## src/rtl/alu_muldiv_unit.sv

```systemverilog
// ----------------------------------------------------------------------------
// alu_muldiv_unit
//   Iterative RV32M multiply/divide unit that sits in EX beside the ALU.
//   Multiply is radix-2 shift-add and divide is restoring. Each retires one bit
//   per cycle on operand magnitudes, and the sign is fixed up in a final
//   adjust cycle. Divide-by-zero and signed overflow bypass the iteration and
//   complete in one cycle.
//
// Ports
//   clk, rst_n         rising-edge clock, asynchronous active-low reset
//   flush              kills any in-flight op at the next edge
//   in_valid/in_ready  op handshake (in_ready only in IDLE with flush low)
//   op                 funct3 (MUL, MULH, MULHSU, MULHU, DIV, DIVU, REM, REMU)
//   a, b               rs1 / rs2 operands, sampled only at accept
//   tag_in             destination tag carried with the op
//   out_valid/out_ready result handshake
//   result, tag_out    registered result and its tag
//   zero               result == 0
//   busy               unit not idle
// ----------------------------------------------------------------------------
module alu_muldiv_unit #(
  parameter int XLEN  = 32,
  parameter int TAG_W = 5
) (
  input  logic             clk,
  input  logic             rst_n,
  input  logic             flush,
  input  logic             in_valid,
  output logic             in_ready,
  input  logic [2:0]       op,
  input  logic [XLEN-1:0]  a,
  input  logic [XLEN-1:0]  b,
  input  logic [TAG_W-1:0] tag_in,
  output logic             out_valid,
  input  logic             out_ready,
  output logic [XLEN-1:0]  result,
  output logic [TAG_W-1:0] tag_out,
  output logic             zero,
  output logic             busy
);

  typedef enum logic [1:0] {IDLE, CALC, ADJ, DONE} state_t;

  localparam int              CW       = $clog2(XLEN);
  localparam logic [CW-1:0]   CNT_LAST = CW'(XLEN - 1);
  localparam logic [XLEN-1:0] MIN_NEG  = {1'b1, {(XLEN-1){1'b0}}};

  localparam logic [2:0] OP_MUL    = 3'b000;
  localparam logic [2:0] OP_MULH   = 3'b001;
  localparam logic [2:0] OP_MULHSU = 3'b010;
  localparam logic [2:0] OP_DIV    = 3'b100;
  localparam logic [2:0] OP_REM    = 3'b110;

  state_t              state_q, state_d;
  logic [CW-1:0]       cnt_q, cnt_d;
  logic [2:0]          op_q, op_d;
  logic [TAG_W-1:0]    tag_q, tag_d;
  logic                neg_q, neg_d;          // product/quotient sign differs
  logic                rem_neg_q, rem_neg_d;  // remainder follows dividend sign
  logic [2*XLEN-1:0]   prod_q, prod_d;        // {accumulator, multiplier}
  logic [XLEN-1:0]     mcand_q, mcand_d;
  logic [XLEN-1:0]     rem_q, rem_d;
  logic [XLEN-1:0]     quo_q, quo_d;          // dividend shifts out, quotient in
  logic [XLEN-1:0]     dvsr_q, dvsr_d;
  logic [XLEN-1:0]     result_q, result_d;
  logic [TAG_W-1:0]    tag_out_q, tag_out_d;

  logic                signed_a, signed_b, sa, sb;
  logic [XLEN-1:0]     a_mag, b_mag;
  logic [XLEN:0]       mul_sum;
  logic [XLEN:0]       div_shift, div_diff;
  logic                div_ge;
  logic [2*XLEN-1:0]   prod_fix;
  logic [XLEN-1:0]     quo_fix, rem_fix;

  assign in_ready  = (state_q == IDLE) && !flush;
  assign out_valid = (state_q == DONE);
  assign busy      = (state_q != IDLE);
  assign result    = result_q;
  assign tag_out   = tag_out_q;
  assign zero      = (result_q == '0);

  always_comb begin
    state_d   = state_q;
    cnt_d     = cnt_q;
    op_d      = op_q;
    tag_d     = tag_q;
    neg_d     = neg_q;
    rem_neg_d = rem_neg_q;
    prod_d    = prod_q;
    mcand_d   = mcand_q;
    rem_d     = rem_q;
    quo_d     = quo_q;
    dvsr_d    = dvsr_q;
    result_d  = result_q;
    tag_out_d = tag_out_q;

    // Operand sign decode: MUL only needs the low half, which is sign-agnostic.
    signed_a = (op == OP_MULH) || (op == OP_MULHSU) || (op == OP_DIV) || (op == OP_REM);
    signed_b = (op == OP_MULH) || (op == OP_DIV) || (op == OP_REM);
    sa       = signed_a && a[XLEN-1];
    sb       = signed_b && b[XLEN-1];
    a_mag    = sa ? -a : a;
    b_mag    = sb ? -b : b;

    // Multiply step: add multiplicand into the upper half when the current
    // multiplier bit is set, then shift the whole product right by one.
    mul_sum = {1'b0, prod_q[2*XLEN-1:XLEN]} + (prod_q[0] ? {1'b0, mcand_q} : '0);

    // Restoring divide step. The trial subtraction is XLEN+1 bits wide, so its
    // top bit is a borrow flag (shifted remainder < divisor).
    div_shift = {rem_q, quo_q[XLEN-1]};
    div_diff  = div_shift - {1'b0, dvsr_q};
    div_ge    = !div_diff[XLEN];

    prod_fix = neg_q ? -prod_q : prod_q;
    quo_fix  = neg_q ? -quo_q : quo_q;
    rem_fix  = rem_neg_q ? -rem_q : rem_q;

    if (flush) begin
      state_d = IDLE;
    end else begin
      case (state_q)
        IDLE: begin
          if (in_valid) begin
            op_d      = op;
            tag_d     = tag_in;
            neg_d     = sa ^ sb;
            rem_neg_d = sa;
            prod_d    = {{XLEN{1'b0}}, b_mag};
            mcand_d   = a_mag;
            rem_d     = '0;
            quo_d     = a_mag;
            dvsr_d    = b_mag;
            cnt_d     = '0;
            if (op[2] && (b == '0)) begin
              // Divide by zero: quotient all-ones, remainder is the dividend.
              result_d  = op[1] ? a : '1;
              tag_out_d = tag_in;
              state_d   = DONE;
            end else if (((op == OP_DIV) || (op == OP_REM)) && (a == MIN_NEG) && (b == '1)) begin
              // Signed overflow: quotient wraps to MIN_NEG, remainder is zero.
              result_d  = op[1] ? '0 : MIN_NEG;
              tag_out_d = tag_in;
              state_d   = DONE;
            end else begin
              state_d = CALC;
            end
          end
        end
        CALC: begin
          cnt_d = cnt_q + 1'b1;
          if (op_q[2]) begin
            rem_d = div_ge ? div_diff[XLEN-1:0] : div_shift[XLEN-1:0];
            quo_d = {quo_q[XLEN-2:0], div_ge};
          end else begin
            prod_d = {mul_sum, prod_q[XLEN-1:1]};
          end
          if (cnt_q == CNT_LAST) begin
            state_d = ADJ;
          end
        end
        ADJ: begin
          case (op_q)
            3'b000:          result_d = prod_fix[XLEN-1:0];
            3'b001,
            3'b010,
            3'b011:          result_d = prod_fix[2*XLEN-1:XLEN];
            3'b100, 3'b101:  result_d = quo_fix;
            default:         result_d = rem_fix;
          endcase
          tag_out_d = tag_q;
          state_d   = DONE;
        end
        DONE: begin
          if (out_ready) begin
            state_d = IDLE;
          end
        end
        default: state_d = IDLE;
      endcase
    end
  end

  always_ff @(posedge clk or negedge rst_n) begin
    if (!rst_n) begin
      state_q   <= IDLE;
      cnt_q     <= '0;
      op_q      <= '0;
      tag_q     <= '0;
      neg_q     <= 1'b0;
      rem_neg_q <= 1'b0;
      prod_q    <= '0;
      mcand_q   <= '0;
      rem_q     <= '0;
      quo_q     <= '0;
      dvsr_q    <= '0;
      result_q  <= '0;
      tag_out_q <= '0;
    end else begin
      state_q   <= state_d;
      cnt_q     <= cnt_d;
      op_q      <= op_d;
      tag_q     <= tag_d;
      neg_q     <= neg_d;
      rem_neg_q <= rem_neg_d;
      prod_q    <= prod_d;
      mcand_q   <= mcand_d;
      rem_q     <= rem_d;
      quo_q     <= quo_d;
      dvsr_q    <= dvsr_d;
      result_q  <= result_d;
      tag_out_q <= tag_out_d;
    end
  end

endmodule

```

## config.mk

```make
export PLATFORM = sky130hd
export DESIGN_NAME = alu_muldiv_unit
export DESIGN_NICKNAME = d
export VERILOG_FILES = /design/src/rtl/alu_muldiv_unit.sv
export SDC_FILE = /design/constraint.sdc
export NUM_CORES = 1
export LEC_CHECK = 0
export CORE_ASPECT_RATIO = 1.1
export CORE_MARGIN = 5
export CORE_UTILIZATION = 60
export DETAILED_ROUTE_END_ITERATION = 12
export PLACE_DENSITY = 0.89
export RECOVER_POWER = 50
export SYNTH_ARGS = -nofsm -noshare
export SYNTH_HDL_FRONTEND = slang
export SYNTH_SLANG_ARGS = --single-unit
export TNS_END_PERCENT = 100
```

## constraint.sdc

```tcl
create_clock -name clk -period 3.97 [get_ports clk]
set_clock_uncertainty 0.1 [all_clocks]
set_input_delay 0.9925 -clock clk [delete_from_list [all_inputs] [get_ports clk]]
set_output_delay 0.9925 -clock clk [all_outputs]
set_load 0.05 [all_outputs]
```

==> flow_metrics.env <==
export IMPL_finalSetupViolations=0
export IMPL_synth_avg_cell_area_sq_um=7.87
export IMPL_cp_max_fo=3
export IMPL_htreeDepth=1
export IMPL_dieArea_sq_um=35000
export IMPL_diodes=0
export IMPL_drive_gt1_share_pct=10.4
export IMPL_yosysTopAreaCellShare_pct=32.7
export IMPL_core_area_sq_um=31100
export IMPL_cp_arrival_ps=2770
export IMPL_dr_total_vias=19697
export IMPL_rsz0062_at_grt="yes"
export IMPL_ys_types=74
export IMPL_cts_tree="yes"
export IMPL_cp_cell_sequence="nor4_1 -> nand4_1 -> nor2_1 -> clkdlybuf4s50_1"
export IMPL_cpPeakStageDelay_ps=840
export IMPL_grt_first_pass_wirelength_mm=107
export IMPL_rows=68
export IMPL_cts_root_buf="clkbuf_16"
export IMPL_netlist_instances=2389
export IMPL_violations="capacitance limit, slew limit"
export IMPL_worstMarginPinSlew_ps=2120
export IMPL_drv_slew=74
export IMPL_post_cts_setup_buffers=0
export IMPL_hpwlAfterDp_mm=51.7
export IMPL_cts_sinks=246
export IMPL_grt_pass1_vias=18999
export IMPL_antenna_left=0
export IMPL_ir_drop_mv=0.444
export IMPL_synth_seq_area_share_pct=32.7
export IMPL_required_ps=2880
export IMPL_p_per_area_nw_per_um2=733
export IMPL_drt_wl_total_mm=68.7
export IMPL_slowest_stage="clkdlybuf4s50_1"
export IMPL_cts_resized=0
export IMPL_clk_latency_ps=570
export IMPL_r2r_slack_ps=110
export IMPL_path_buf_inv=1
export IMPL_cts_path_max_buffers=3
export IMPL_final_common_cell="nand2_1"
export IMPL_ios=118
export IMPL_hp_class="register to register"
export IMPL_track_usage_pct=38.3
export IMPL_netlist_area_sq_um=18800
export IMPL_yosys_top_cells_area="dfrtp_1 33%, o21ai_0 8.0%, nand2_1 6.7%"
export IMPL_first_pass_iters=6
export IMPL_ys_async_sr_fraction_pct=100
export IMPL_viasPerCell=6.53
export IMPL_criticalPathCategory="register to primary output"
export IMPL_ctsHoldBuffers=0
export IMPL_overflow=0
export IMPL_drtIter0Drc=2475
export IMPL_p_leak_uw=0.0101
export IMPL_relSlewSlack_pct=-41.4
export IMPL_numPortBuffers=117
export IMPL_cpLargestDelayFamily="simple AND/OR/NAND/NOR gates"
export IMPL_gp_congestion=1.03
export IMPL_synth_top_flop_cell="dfrtp_1"
export IMPL_setup_tns_ps=0
export IMPL_die_height_um=196
export IMPL_wl_per_cell_um=22.8
export IMPL_end_kind="primary output"
export IMPL_final_hold_violation_count=0
export IMPL_clk_pin_slew_ps=60
export IMPL_layout_common_cells="335 x nand2_1, 301 x o21ai_0, 245 x dfrtp_1"
export IMPL_syn_nets=2544
export IMPL_ys_ff_latch=246
export IMPL_drcViolationCount=0
export IMPL_initial_utilization_pct=60.4
export IMPL_postLayoutCoreUtil_pct=72.6
export IMPL_status="finished with violations"
export IMPL_syn2layout_area_growth_pct=20.2
export IMPL_synth_edff_count=0
export IMPL_period_share_pct=97.2
export IMPL_synth_warnings=0
export IMPL_antenna_found_initial=0
export IMPL_fmax_mhz=259
export IMPL_cp_start_kind="register"
export IMPL_place_inst=2963
export IMPL_nNetsFinal=2728
export IMPL_yosysTopAreaCell="dfrtp_1"
export IMPL_grt_max_degree=94
export IMPL_fin_crit_ps=3860
export IMPL_cts_buffers=28
export IMPL_die_w_um=179
export IMPL_maxCapViolations=1
export IMPL_fin_cells=3015
sequential cells by signal, indices dropped and copies added (netlist names), 32 cells and up:
name / flops
rem_q: 32
quo_q: 32
dvsr_q: 32
result: 32
prod_q: 64
mcand_q: 32
cells by family (layout without fill, tap and decap cells):
| group | count (synthesis) | count (layout) | synth area share (%) |
|---|---|---|---|
| muxes | 25 | 25 | 1.36 |
| adders and majority gates | 78 | 78 | 5.27 |
| and+or+nand+nor | 852 | 852 | 21.4 |
| DFF | 246 | 246 | 32.7 |
| AOI/OAI and AO/OA | 753 | 753 | 24.5 |
| buffers and inverters | 212 | 418 | 4.31 |
| xor gates and xnor gates | 223 | 223 | 10.4 |
per-stage QoR:
step                area [sq um]  total power, uW  setup WS, ps  hold WS (ps)
detailed placement         21500            13100          -490           363
CTS                        22600            16300          6.92           323
global placement           21500            12800          -361           354
global route               22600            17500         -17.5           398
finish                     22600            16600           110           375
floorplan                  18800            10100           133           342
per-layer routing:
| metal | GRT usage (%) | vias up | routed length (um) |
|---|---|---|---|
| li1 | - | 8929 | - |
| met1 | 49.6 | 9316 | 25700 |
| met2 | 61.3 | 1181 | 31800 |
| met3 | 6.19 | 271 | 6530 |
| met4 | 20.8 | 0 | 4670 |
| met5 | 0 | - | 0 |
power by group:
part,internal [uW],total [uW],switching (uW)
Combinational,3250,8830,5580
Sequential,3410,4570,1170
Clock,1990,3170,1180
Total,8650,16600,7920
synthesized netlist by cell type, types with 21 or more instances:
cell	n
xnor2_1	102
clkbuf_1	122
o22ai_1	23
dfrtp_1	246
o31ai_1	51
and2_1	38
mux2i_1	21
nand2b_1	34
ha_1	76
xor2_1	121
nor3_1	42
or3_1	38
inv_1	72
nor4_1	29
o21ai_0	302
a21oi_1	165
nand3_1	77
or4_1	22
a21o_1	38
o41ai_1	23
nor2_1	164
nand2_1	337
worst min-delay path, cell delays in order, from the launching register on:
cell and delay, ps:
dfrtp_1 340, nand2_1 40, o21ai_0 60
final timing paths:
check,from,to,cells after the start
setup / recovery,result[24],zero,4
hold reg to reg,mcand_q[2],mcand_q[2],2
max in group asynchronous,rst_n,rem_q[14],2
hold / removal,mcand_q[2],mcand_q[2],2
setup reg to reg,prod_q[21],result[5],9
min in group asynchronous,rst_n,prod_q[58],1
final cells by class:
type / count / area, sq um
fill: 2461 / 8540
clock buffer: 34 / 785
sequential: 246 / 6160
clock inverter: 18 / 337
inverter: 72 / 270
tap: 420 / 526
timing repair buffer: 294 / 2590
multi-input combinational: 1931 / 11900
Power figures use the tool's default switching activity.
